## src/rtl/rng_pkg.sv

```systemverilog
// rtl/rng_pkg.sv - shared types and constants for the randomizer share controller
package rng_pkg;

    typedef enum logic [1:0] {
        SEED = 2'd0,
        WARM = 2'd1,
        RUN  = 2'd2
    } rng_state_e;

    localparam int RNG_WIDTH = 16;
    localparam logic [RNG_WIDTH-1:0] DEFAULT_SEED = 16'h4242;

endpackage

```

## src/rtl/rr_arbiter.sv

```systemverilog
// rtl/rr_arbiter.sv - combinational round-robin search over the request vector
//   req    : per-consumer request bits
//   rr_ptr : index where the upward, wrapping search starts
//   any    : at least one request bit set
//   winner : index of the first set request at or after rr_ptr
module rr_arbiter #(
    parameter int N_REQ = 4,
    parameter int PW    = $clog2(N_REQ)
) (
    input  logic [N_REQ-1:0] req,
    input  logic [PW-1:0]    rr_ptr,
    output logic             any,
    output logic [PW-1:0]    winner
);

    logic [PW-1:0] idx;

    always_comb begin
        any    = 1'b0;
        winner = '0;
        idx    = '0;
        for (int i = 0; i < N_REQ; i++) begin
            idx = PW'((int'(rr_ptr) + i) % N_REQ);
            if (!any && req[idx]) begin
                any    = 1'b1;
                winner = idx;
            end
        end
    end

endmodule

```

## src/rtl/rng_share_ctrl.sv

```systemverilog
// rtl/rng_share_ctrl.sv - seeds the shared LFSR and hands its samples to consumers round-robin
//   clk, rst   : clock, synchronous active-high reset
//   seed_load  : reseed request, aborts arbitration in that cycle
//   req        : per-consumer request, held until granted
//   rng_out    : current LFSR word
//   rng_start  : 1 = LFSR loads/holds seed, 0 = LFSR runs
//   grant      : one-hot single-cycle grant
//   rnd_valid  : high together with any grant bit
//   rnd_data   : sample delivered with the grant, held between grants
//   busy       : high while seeding or warming up
module rng_share_ctrl
    import rng_pkg::*;
#(
    parameter int N_REQ    = 4,
    parameter int WIDTH    = RNG_WIDTH,
    parameter int GAP      = 4,
    parameter int SEED_CYC = 2
) (
    input  logic             clk,
    input  logic             rst,
    input  logic             seed_load,
    input  logic [N_REQ-1:0] req,
    input  logic [WIDTH-1:0] rng_out,
    output logic             rng_start,
    output logic [N_REQ-1:0] grant,
    output logic             rnd_valid,
    output logic [WIDTH-1:0] rnd_data,
    output logic             busy
);

    localparam int PW  = $clog2(N_REQ);
    localparam int SCW = (SEED_CYC > 1) ? $clog2(SEED_CYC) : 1;
    localparam int GCW = (GAP > 1) ? $clog2(GAP) : 1;

    rng_state_e       state, state_n;
    logic [SCW-1:0]   seed_cnt, seed_cnt_n;
    logic [GCW-1:0]   gap_cnt, gap_cnt_n;
    logic [PW-1:0]    rr_ptr, rr_ptr_n;
    logic [N_REQ-1:0] grant_n;
    logic [WIDTH-1:0] rnd_data_n;
    logic             any;
    logic [PW-1:0]    winner;

    rr_arbiter #(.N_REQ(N_REQ), .PW(PW)) u_arb (
        .req    (req),
        .rr_ptr (rr_ptr),
        .any    (any),
        .winner (winner)
    );

    always_comb begin
        state_n    = state;
        seed_cnt_n = seed_cnt;
        gap_cnt_n  = gap_cnt;
        rr_ptr_n   = rr_ptr;
        grant_n    = '0;
        rnd_data_n = rnd_data;
        if (seed_load) begin
            // Reseed wins over arbitration; pointer and last sample survive.
            state_n    = SEED;
            seed_cnt_n = '0;
        end else begin
            case (state)
                SEED: begin
                    if (seed_cnt == SCW'(SEED_CYC - 1)) begin
                        state_n   = WARM;
                        gap_cnt_n = GCW'(GAP - 1);
                    end else begin
                        seed_cnt_n = seed_cnt + SCW'(1);
                    end
                end
                WARM: begin
                    if (gap_cnt == '0) state_n = RUN;
                    else               gap_cnt_n = gap_cnt - GCW'(1);
                end
                RUN: begin
                    if (gap_cnt == '0 && any) begin
                        grant_n    = N_REQ'(1) << winner;
                        rnd_data_n = rng_out;
                        rr_ptr_n   = (winner == PW'(N_REQ - 1)) ? '0 : winner + PW'(1);
                        gap_cnt_n  = GCW'(GAP - 1);
                    end else if (gap_cnt != '0) begin
                        gap_cnt_n = gap_cnt - GCW'(1);
                    end
                end
                default: state_n = SEED;
            endcase
        end
    end

    always_ff @(posedge clk) begin
        if (rst) begin
            state     <= SEED;
            seed_cnt  <= '0;
            gap_cnt   <= '0;
            rr_ptr    <= '0;
            grant     <= '0;
            rnd_valid <= 1'b0;
            rnd_data  <= '0;
            rng_start <= 1'b1;
            busy      <= 1'b1;
        end else begin
            state     <= state_n;
            seed_cnt  <= seed_cnt_n;
            gap_cnt   <= gap_cnt_n;
            rr_ptr    <= rr_ptr_n;
            grant     <= grant_n;
            rnd_valid <= |grant_n;
            rnd_data  <= rnd_data_n;
            // Outputs follow the state being entered so they line up with it.
            rng_start <= (state_n == SEED);
            busy      <= (state_n != RUN);
        end
    end

endmodule

```

## config.mk

```make
export PLATFORM = sky130hd
export DESIGN_NAME = rng_share_ctrl
export DESIGN_NICKNAME = d
export VERILOG_FILES = /design/src/rtl/rng_pkg.sv /design/src/rtl/rr_arbiter.sv /design/src/rtl/rng_share_ctrl.sv
export SDC_FILE = /design/constraint.sdc
export NUM_CORES = 1
export LEC_CHECK = 0
export BUFFER_PORTS_ARGS = -buffer_cell sky130_fd_sc_hd__buf_2
export CAP_MARGIN = 15
export CORE_MARGIN = 8
export CORE_UTILIZATION = 52
export CTS_BUF_LIST = sky130_fd_sc_hd__clkbuf_4
export CTS_CLUSTER_SIZE = 12
export DETAILED_ROUTE_END_ITERATION = 7
export GPL_TIMING_DRIVEN = 0
export PLACE_DENSITY_LB_ADDON = 0.15
export SKIP_CTS_REPAIR_TIMING = 1
export SLEW_MARGIN = 30
export SYNTH_ARGS = -nofsm -noshare
export SYNTH_HDL_FRONTEND = slang
export SYNTH_SLANG_ARGS = --single-unit
```

## constraint.sdc

```tcl
create_clock -name clk -period 2 [get_ports clk]
set_clock_uncertainty 0.15 [all_clocks]
set_input_delay 0.3 -clock clk [delete_from_list [all_inputs] [get_ports clk]]
set_output_delay 0.3 -clock clk [all_outputs]
set_load 0.03 [all_outputs]
```

; ---- Yosys cells after proc, flatten, opt, wreduce, memory -nomap -nowiden
; Index checks and enable logic that the tools add are counted.
[totals]
register_bits = 30
inputBits = 23
out_inout_bits = 23
[op_classes]
addsub = 6
order_cmp = 4
n_eq_ne = 7
n_shift = 1
muxes = 30
n_bitwise = 1
reduce_logical = 16
[op_table]
columns = operator, n
row1 = $mux 2, 12
row2 = $lt 2x3->1 const B, 4
row3 = $mux 4, 3
row4 = $pmux 2 s3, 2
row5 = $mux 1, 9
row6 = $bmux 1 s2, 4
row7 = $logic_not 2->1, 3
row8 = $ne 2x2->1 const B, 3
row9 = $reduce_and 5->1, 1
row10 = $add 2x1->2 const B, 2
row11 = $add 2x2->2 const B, 2
row12 = $eq 2x2->1 const B, 2
row13 = $logic_and 1x1->1, 4
row14 = $reduce_or 4->1, 1
row15 = $shl 1x2->4 const A, 1
row16 = $logic_not 1->1, 3
row17 = $ne 3x3->1 const B, 1
row18 = $reduce_and 3->1, 1
row19 = $reduce_bool 3->1, 1
row20 = $eq 2x1->1 const B, 1
row21 = $reduce_bool 2->1, 1
row22 = $reduce_or 2->1, 1
row23 = $sub 2x1->2 const B, 1
row24 = $add 1x1->1 const B, 1
row25 = $not 1->1, 1

; ---- Longest topological paths before layout
; Gate-level depths: netlist (run 1).
[logic_depth]
depth_word = 17
depth_mapped = 8
depth_no_buf = 7

; ---- Modules after synthesis
; A second synthesis (run 1) with hierarchy kept.
[hier_totals]
cells_unflattened = 156
hier_area_um2 = 1301.2
[modules_own_cells]
columns = mod, n_inst, cells_each, area_per_inst_um2, seq_area_each_um2
row1 = rng_share_ctrl, 1, 141, 1223.7, 600.6
row2 = rr_arbiter, 1, 15, 77.6, 0.0

; ---- Worst setup path after synthesis (run 1)
; Ideal clock, no wire load.
[synth_path]
path_type = register to register
start = reg state[0]
end = reg rnd_data[15]
t_arrival_ps = 1457
required_time_ps = 1708
setup_slack_ps = 252
stages_incl_launch_ff = 9
n_path_buf = 2
synth_period_minus_slack_ps = 1748
cell_sequence = dfxtp_1 > inv_1 > ha_1 > nand2_1 > or3_1 > buf_6 > buf_12 > nand2_2 > a21oi_2
[synth_between]
elab_chain_len = 2
[synth_lines]
columns = element, line_no
row1 = start: declaration, rng_share_ctrl.sv:35  ; rng_state_e state, state_n;
row2 = start signal: assignment, rng_share_ctrl.sv:103  ; state <= state_n;
row3 = $eq 2x2->1, rng_share_ctrl.sv:63  ; case (state)
row4 = $reduce_and 3->1 (no line), --
row5 = end signal: assignment, rng_share_ctrl.sv:109  ; rnd_data <= rnd_data_n;
row6 = end: declaration, rng_share_ctrl.sv:27  ; output logic [WIDTH-1:0] rnd_data,
; Every way passes these cells.
; A chain may end at the register's enable or synchronous reset.

; ---- Worst setup path after layout (run 1)
[layout_path]
start = reg state[0]
end = reg rnd_data[7]
; Same word-level chain as after synthesis.

==> metrics.md, run 1 <==
| Metric | Value |
|---|---|
| Setup Viol. Count Final | `0` |
| Total Routed Length | `3290 µm` |
| Initial antenna violation count | `0` |
| Longest Clk Path Bufs | `2` |
| Num CTS Buffers | `5` |
| Most common cell after layout, fill and taps aside | `buf_2` |
| CP Cell Sequence | `inv_1 -> ha_2 -> nand2_1 -> or3_1 -> buf_6 -> buf_12 -> nand2_2 -> a21oi_2` |
| Simple-Gate Fraction of Synth Area | `0.260` |
| Post-Syn Nets | `190` |
| GPL Wtd Cong | `0.825` |
| Worst-path clk slew | `90 ps` |
| Die H | `68.1 µm` |
| Vias in the first global route | `1233` |
| Final min period | `1910 ps` |
| Skew-Pair Late Insertion Delay | `320 ps` |
| Arrival time at the worst endpoint | `1950 ps` |
| Fin cells | `242` |
| N_diodes | `0` |
| Setup_tns | `0 ps` |
| CP endpoint kind | `flop` |
| Overflow after GRT | `0` |
| Crit Path Class | `flop to flop` |
| Crit path launch type | `flop` |
| Post-Synth XOR/XNOR Area | `0` |
| Area grow syn2layout | `26.2%` |
| Top Ports | `46` |
| CP peak stage delay | `360 ps` |
| Htree depth | `2` |
| Placed instance count | `233` |
| CTS Sinks | `30` |
| Mapped Area | `1410 µm²` |
| Compound-Gate Fraction of Synth Area | `0.180` |
| Status | `finished clean` |
| Synth unique cells | `34` |
| Buf/Inv on CP | `3` |
| Post-Synth Adder-Cell Area | `0.0798` |
| Critical path required time | `2040 ps` |
| Worst reg2reg startpoint | `state[0]$_SDFF_PP0_` |
| Worst IR Drop VDD | `622 µV` |
| Max Fclk | `523 MHz` |
| Largest net degree at the start of global routing | `11` |
| DRC errors left | `0` |
| GRT Util Overall | `0.148` |
| Sequential area share after synthesis | `0.426` |
| Critical path origin | `state[0]$_SDFF_PP0_` |
| Chip width | `68.1 µm` |
| CORE AREA | `2660 µm²` |
| Layout cell share with drive strength beyond 1 | `0.398` |
| Wire length per cell | `13.6 µm` |
| Crit Path Max Fanout | `10` |
| Worst rel slew slack | `0.564` |
| Final antenna-violating net count | `0` |
| P_leak | `0.764 nW` |
| Final Cycle Share | `0.955` |
| CTS Root Cell | `clkbuf_4` |
| Final Hold Fails | `0` |
| Hold path start | `rng_out[4]` |
| Synth Area per Inst | `8.93 µm²` |
| Warnings from Yosys | `0` |
| Nets | `243` |
| TritonCTS clock tree | `built` |
| Port Buf Inserts | `44` |
| Util after Layout | `0.669` |
| Largest family of logic cells by synthesized area | `simple AND/OR/NAND/NOR gates` |
| Max Slew Vio Count | `0` |
| Commonest non-fill, non-tap cells in the layout | `buf_2, nand2_1, dfxtp_1, a21oi_1, nor2_1` |
| Hpwl dp | `2530 µm` |
| Cells after Synth | `158` |
| Hold Worst Slack | `60.7 ps` |
| Vias | `1251` |
| Row count | `19` |
| First-iteration detailed-routing DRC count | `96` |
| Vias/cell | `5.17` |
| Multiplexer share of the synthesized area | `0` |
| Initial DRT Pass Iterations | `4` |
| Global-route wire length before repair | `5220 µm` |
| Worst-Margin Slew | `655 ps` |
| Yosys reg bits | `30` |
| Initial Utilization | `0.530` |
| Slowest CP cell | `dfxtp_1` |
| HP Class | `input pin to flop` |
| Cell Pwr Density | `669 nW/µm²` |
| MaxCap Viol Count | `0` |
| Die area | `4640 µm²` |
| CP delay by family, top | `simple AND/OR/NAND/NOR gates` |
sequential cells by signal, summed over array words and instances, names as in the netlist:
signal     flops
rnd_data      16
grant          4
gap_cnt        2
rr_ptr         2
state          2
busy           1
rnd_valid      1
rng_start      1
seed_cnt       1
cell usage after synthesis:
cell type,instances,share of area
nand2_1,32,0.085
dfxtp_1,30,0.43
a21oi_1,12,0.043
nor2_1,10,0.027
a21oi_2,9,0.056
ha_1,9,0.080
inv_1,8,0.021
nand2_2,8,0.035
and2_1,4,0.018
a311oi_1,3,0.019
nor2b_1,3,0.013
nor3_1,3,0.011
a211o_1,2,0.012
buf_1,2,0.0053
nand3_1,2,0.0071
o22ai_1,2,0.0089
or3_1,2,0.0089
a2111oi_2,1,0.011
a211oi_1,1,0.0053
a21o_1,1,0.0053
a2bb2oi_1,1,0.0062
and3_1,1,0.0044
buf_12,1,0.014
buf_2,1,0.0035
buf_6,1,0.0080
clkbuf_1,1,0.0027
nand2_4,1,0.0080
nor3_2,1,0.0071
nor3_4,1,0.012
nor4_1,1,0.0044
nor4_4,1,0.015
o2111a_1,1,0.0080
o22a_1,1,0.0062
or2_2,1,0.0044
power by group:
group / switching, mW / total, mW / internal, mW
Combinational: 0.0804 / 0.135 / 0.0547
Clock: 0.192 / 0.445 / 0.252
Sequential: 0.00652 / 0.613 / 0.606
Total: 0.279 / 1.19 / 0.913
layout make-up:
type / count / area, µm²
clock inverters: 2 / 33.8
fillers: 229 / 881
repair buffers: 46 / 235
clock buffers: 5 / 37.5
inverters: 8 / 30.0
well taps: 31 / 38.8
plain buffers: 6 / 47.5
flip-flops and latches: 30 / 602
multi-input cells: 114 / 757
cell families (layout without fill, tap and decap cells):
family	count (synthesis)	count (layout)
adder cells (fa/ha/maj)	9	9
AO/OA/AOI/OAI	34	34
flip-flops	30	30
buffers and inverters	14	67
AND/OR/NAND/NOR	71	71
metrics by stage:
stage | area (µm²) | setup WS [ps] | power, mW
after global routing | 1780 | -7.65 | 1.24
after global placement | 1670 | 4.70 | 0.747
after CTS | 1740 | 12.8 | 1.19
after detailed placement | 1670 | -42.6 | 0.752
final | 1780 | 89.8 | 1.19
after floorplan | 1410 | 252 | 0.706
final timing paths:
| kind | endpoint | slack (ps) | depth (start not counted) |
|---|---|---|---|
| worst max-delay path | rnd_data[7]$_SDFFE_PP0P_ | 90 | 8 |
| worst min register to register | rnd_data[0]$_SDFFE_PP0P_ | 310 | 2 |
| worst min-delay path | rnd_data[4]$_SDFFE_PP0P_ | 60 | 3 |
| worst max register to register | rnd_data[7]$_SDFFE_PP0P_ | 90 | 8 |
worst register-to-register path, stage by stage, from the launching register on:
cell	delay, ps
dfxtp_1	360
inv_1	100
ha_2	250
nand2_1	140
or3_1	350
buf_6	160
buf_12	150
nand2_2	80
a21oi_2	60
per-layer routing:
layer	vias up	wire, µm	GRT usage
li1	637	-	-
met1	568	1280	0.149
met2	41	1680	0.265
met3	5	277	0.0540
met4	0	57	0.0691
met5	-	0	0
No activity file was read; power rests on OpenSTA's default activity.
==> run 2: changes to the inputs <==
- CORE_MARGIN: 8 -> 1.5
- PLACE_DENSITY: default -> 0.79
- PLACE_DENSITY_LB_ADDON: 0.15 -> default
==> run 2 against run 1 <==
Effect of this change:
- hold slack got worse by 11 ps
- utilization increased by 3.4 points
- critical path depth unchanged
- register-to-register slack about the same
- largest cell class unchanged
==> metrics.md, run 2 (synthesis results as in run 1) <==
| Metric | Value |
|---|---|
| HP Class | `input pin to flop` |
| Worst-path clk slew | `90 ps` |
| Met2 WL | `1570 µm` |
| Wire length per cell | `12.8 µm` |
| CORE AREA | `2520 µm²` |
| GRT Util Overall | `0.221` |
| Final instance area | `1770 µm²` |
| Die area | `3040 µm²` |
| P_leak | `0.762 nW` |
| Layout cell share with drive strength beyond 1 | `0.389` |
| CTS Sinks | `30` |
| MaxCap Viol Count | `0` |
| Overflow after GRT | `0` |
| GPL Wtd Cong | `0.784` |
| Final min period | `1910 ps` |
| Area grow syn2layout | `25.6%` |
| First-iteration detailed-routing DRC count | `18` |
| Commonest non-fill, non-tap cells in the layout | `buf_2, nand2_1, dfxtp_1, a21oi_1, nor2_1` |
| Internal Pwr Total | `0.913 mW` |
| Final Hold Fails | `0` |
| Status | `finished clean` |
| DR WL met3 | `173 µm` |
| Max Fclk | `524 MHz` |
| Largest net degree at the start of global routing | `11` |
| Logic pwr share | `0.112` |
| Net Sw Frac | `0.237` |
| Initial antenna violation count | `0` |
| Worst setup margin | `93.2 ps` |
| Largest Register | `rnd_data` |
| Top Ports | `46` |
| Top Metal Used | `met4` |
| Util after Layout | `0.703` |
| Area post-placement | `1670 µm²` |
| Die H | `55.1 µm` |
| Wl on met1 | `1330 µm` |
| Final Cycle Share | `0.953` |
| Num CTS Buffers | `5` |
| Chip width | `55.1 µm` |
| Max Slew Vio Count | `0` |
| Hpwl dp | `2330 µm` |
| Worst rel slew slack | `0.558` |
| Biggest regs | `rnd_data x16, grant x4` |
| DRC errors left | `0` |
| Row count | `18` |
| Fin cells | `241` |
| Final antenna-violating net count | `0` |
| Cell Pwr Density | `675 nW/µm²` |
| Sequential power share | `0.513` |
| Crit path launch type | `flop` |
| Largest register FFs | `16` |
| Setup Viol. Count Final | `0` |
| Vias/cell | `5.20` |
| Nets | `243` |
| TritonCTS clock tree | `built` |
| Global-route wire length before repair | `4670 µm` |
| Total Routed Length | `3100 µm` |
| Crit Path Class | `flop to flop` |
| Arrival time at the worst endpoint | `1940 ps` |
| Worst IR Drop VDD | `632 µV` |
| CP endpoint kind | `flop` |
| Vias | `1254` |
| Initial DRT Pass Iterations | `4` |
| Total power | `1.20 mW` |
| Vias in the first global route | `1104` |
| Crit Path Max Fanout | `10` |
| Placed instance count | `232` |
| Switching Power | `0.283 mW` |
| Post-Place Worst Slack | `-35.4 ps` |
| Skew-Pair Late Insertion Delay | `310 ps` |
| Worst-Margin Slew | `664 ps` |
| Most common cell after layout, fill and taps aside | `buf_2` |
| Port Buf Inserts | `44` |
| CTS Root Cell | `clkbuf_4` |
| Setup_tns | `0 ps` |
| Htree depth | `2` |
| Clock Power Share | `0.375` |
| Critical path required time | `2030 ps` |
| Longest Clk Path Bufs | `2` |
| N_diodes | `0` |
| Hold Worst Slack | `49.8 ps` |
| Initial Utilization | `0.560` |
-- run 2: cell counts in the layout (fill, tap and decap cells not counted) --
No cell type changed its count.
-- run 2: power groups by stage --
stage	logic (mW)	registers (mW)	clock network, mW
5_1_grt	0.149	0.614	0.481
6_report	0.134	0.613	0.448
3_3_place_gp	0.121	0.626	0
2_1_floorplan	0.0739	0.632	0
4_1_cts	0.129	0.613	0.455
3_5_place_dp	0.127	0.626	0
-- run 2: final cells by class --
| class | instances | area (µm²) |
|---|---|---|
| plain buffers | 6 | 47.5 |
| clock buffers | 5 | 37.5 |
| fillers | 213 | 749 |
| well taps | 30 | 37.5 |
| clock inverters | 2 | 33.8 |
| inverters | 8 | 30.0 |
| flip-flops and latches | 30 | 601 |
| multi-input cells | 114 | 751 |
| repair buffers | 46 | 235 |
-- run 2: final timing paths --
kind	from	endpoint	slack, ps	depth (start not counted)
hold reg to reg	rnd_data[2]$_SDFFE_PP0P_	rnd_data[2]$_SDFFE_PP0P_	310	2
hold / removal	rng_out[8]	rnd_data[8]$_SDFFE_PP0P_	50	3
setup reg to reg	state[0]$_SDFF_PP0_	rnd_data[4]$_SDFFE_PP0P_	90	8
setup / recovery	state[0]$_SDFF_PP0_	rnd_data[4]$_SDFFE_PP0P_	90	8
-- run 2: critical path: stages, from the launching register on --
cell and delay (ps):
dfxtp_1 350, inv_1 100, ha_2 250, nand2_1 140, or3_1 350, buf_6 160, buf_12 150, nand2_2 70
a21oi_2 50
-- run 2: metal layers --
| layer | GRT usage | vias to the layer above |
|---|---|---|
| met5 | 0 | - |
| met4 | 0.0610 | 0 |
| met3 | 0.0860 | 4 |
| met2 | 0.383 | 45 |
| met1 | 0.252 | 565 |
| li1 | - | 640 |
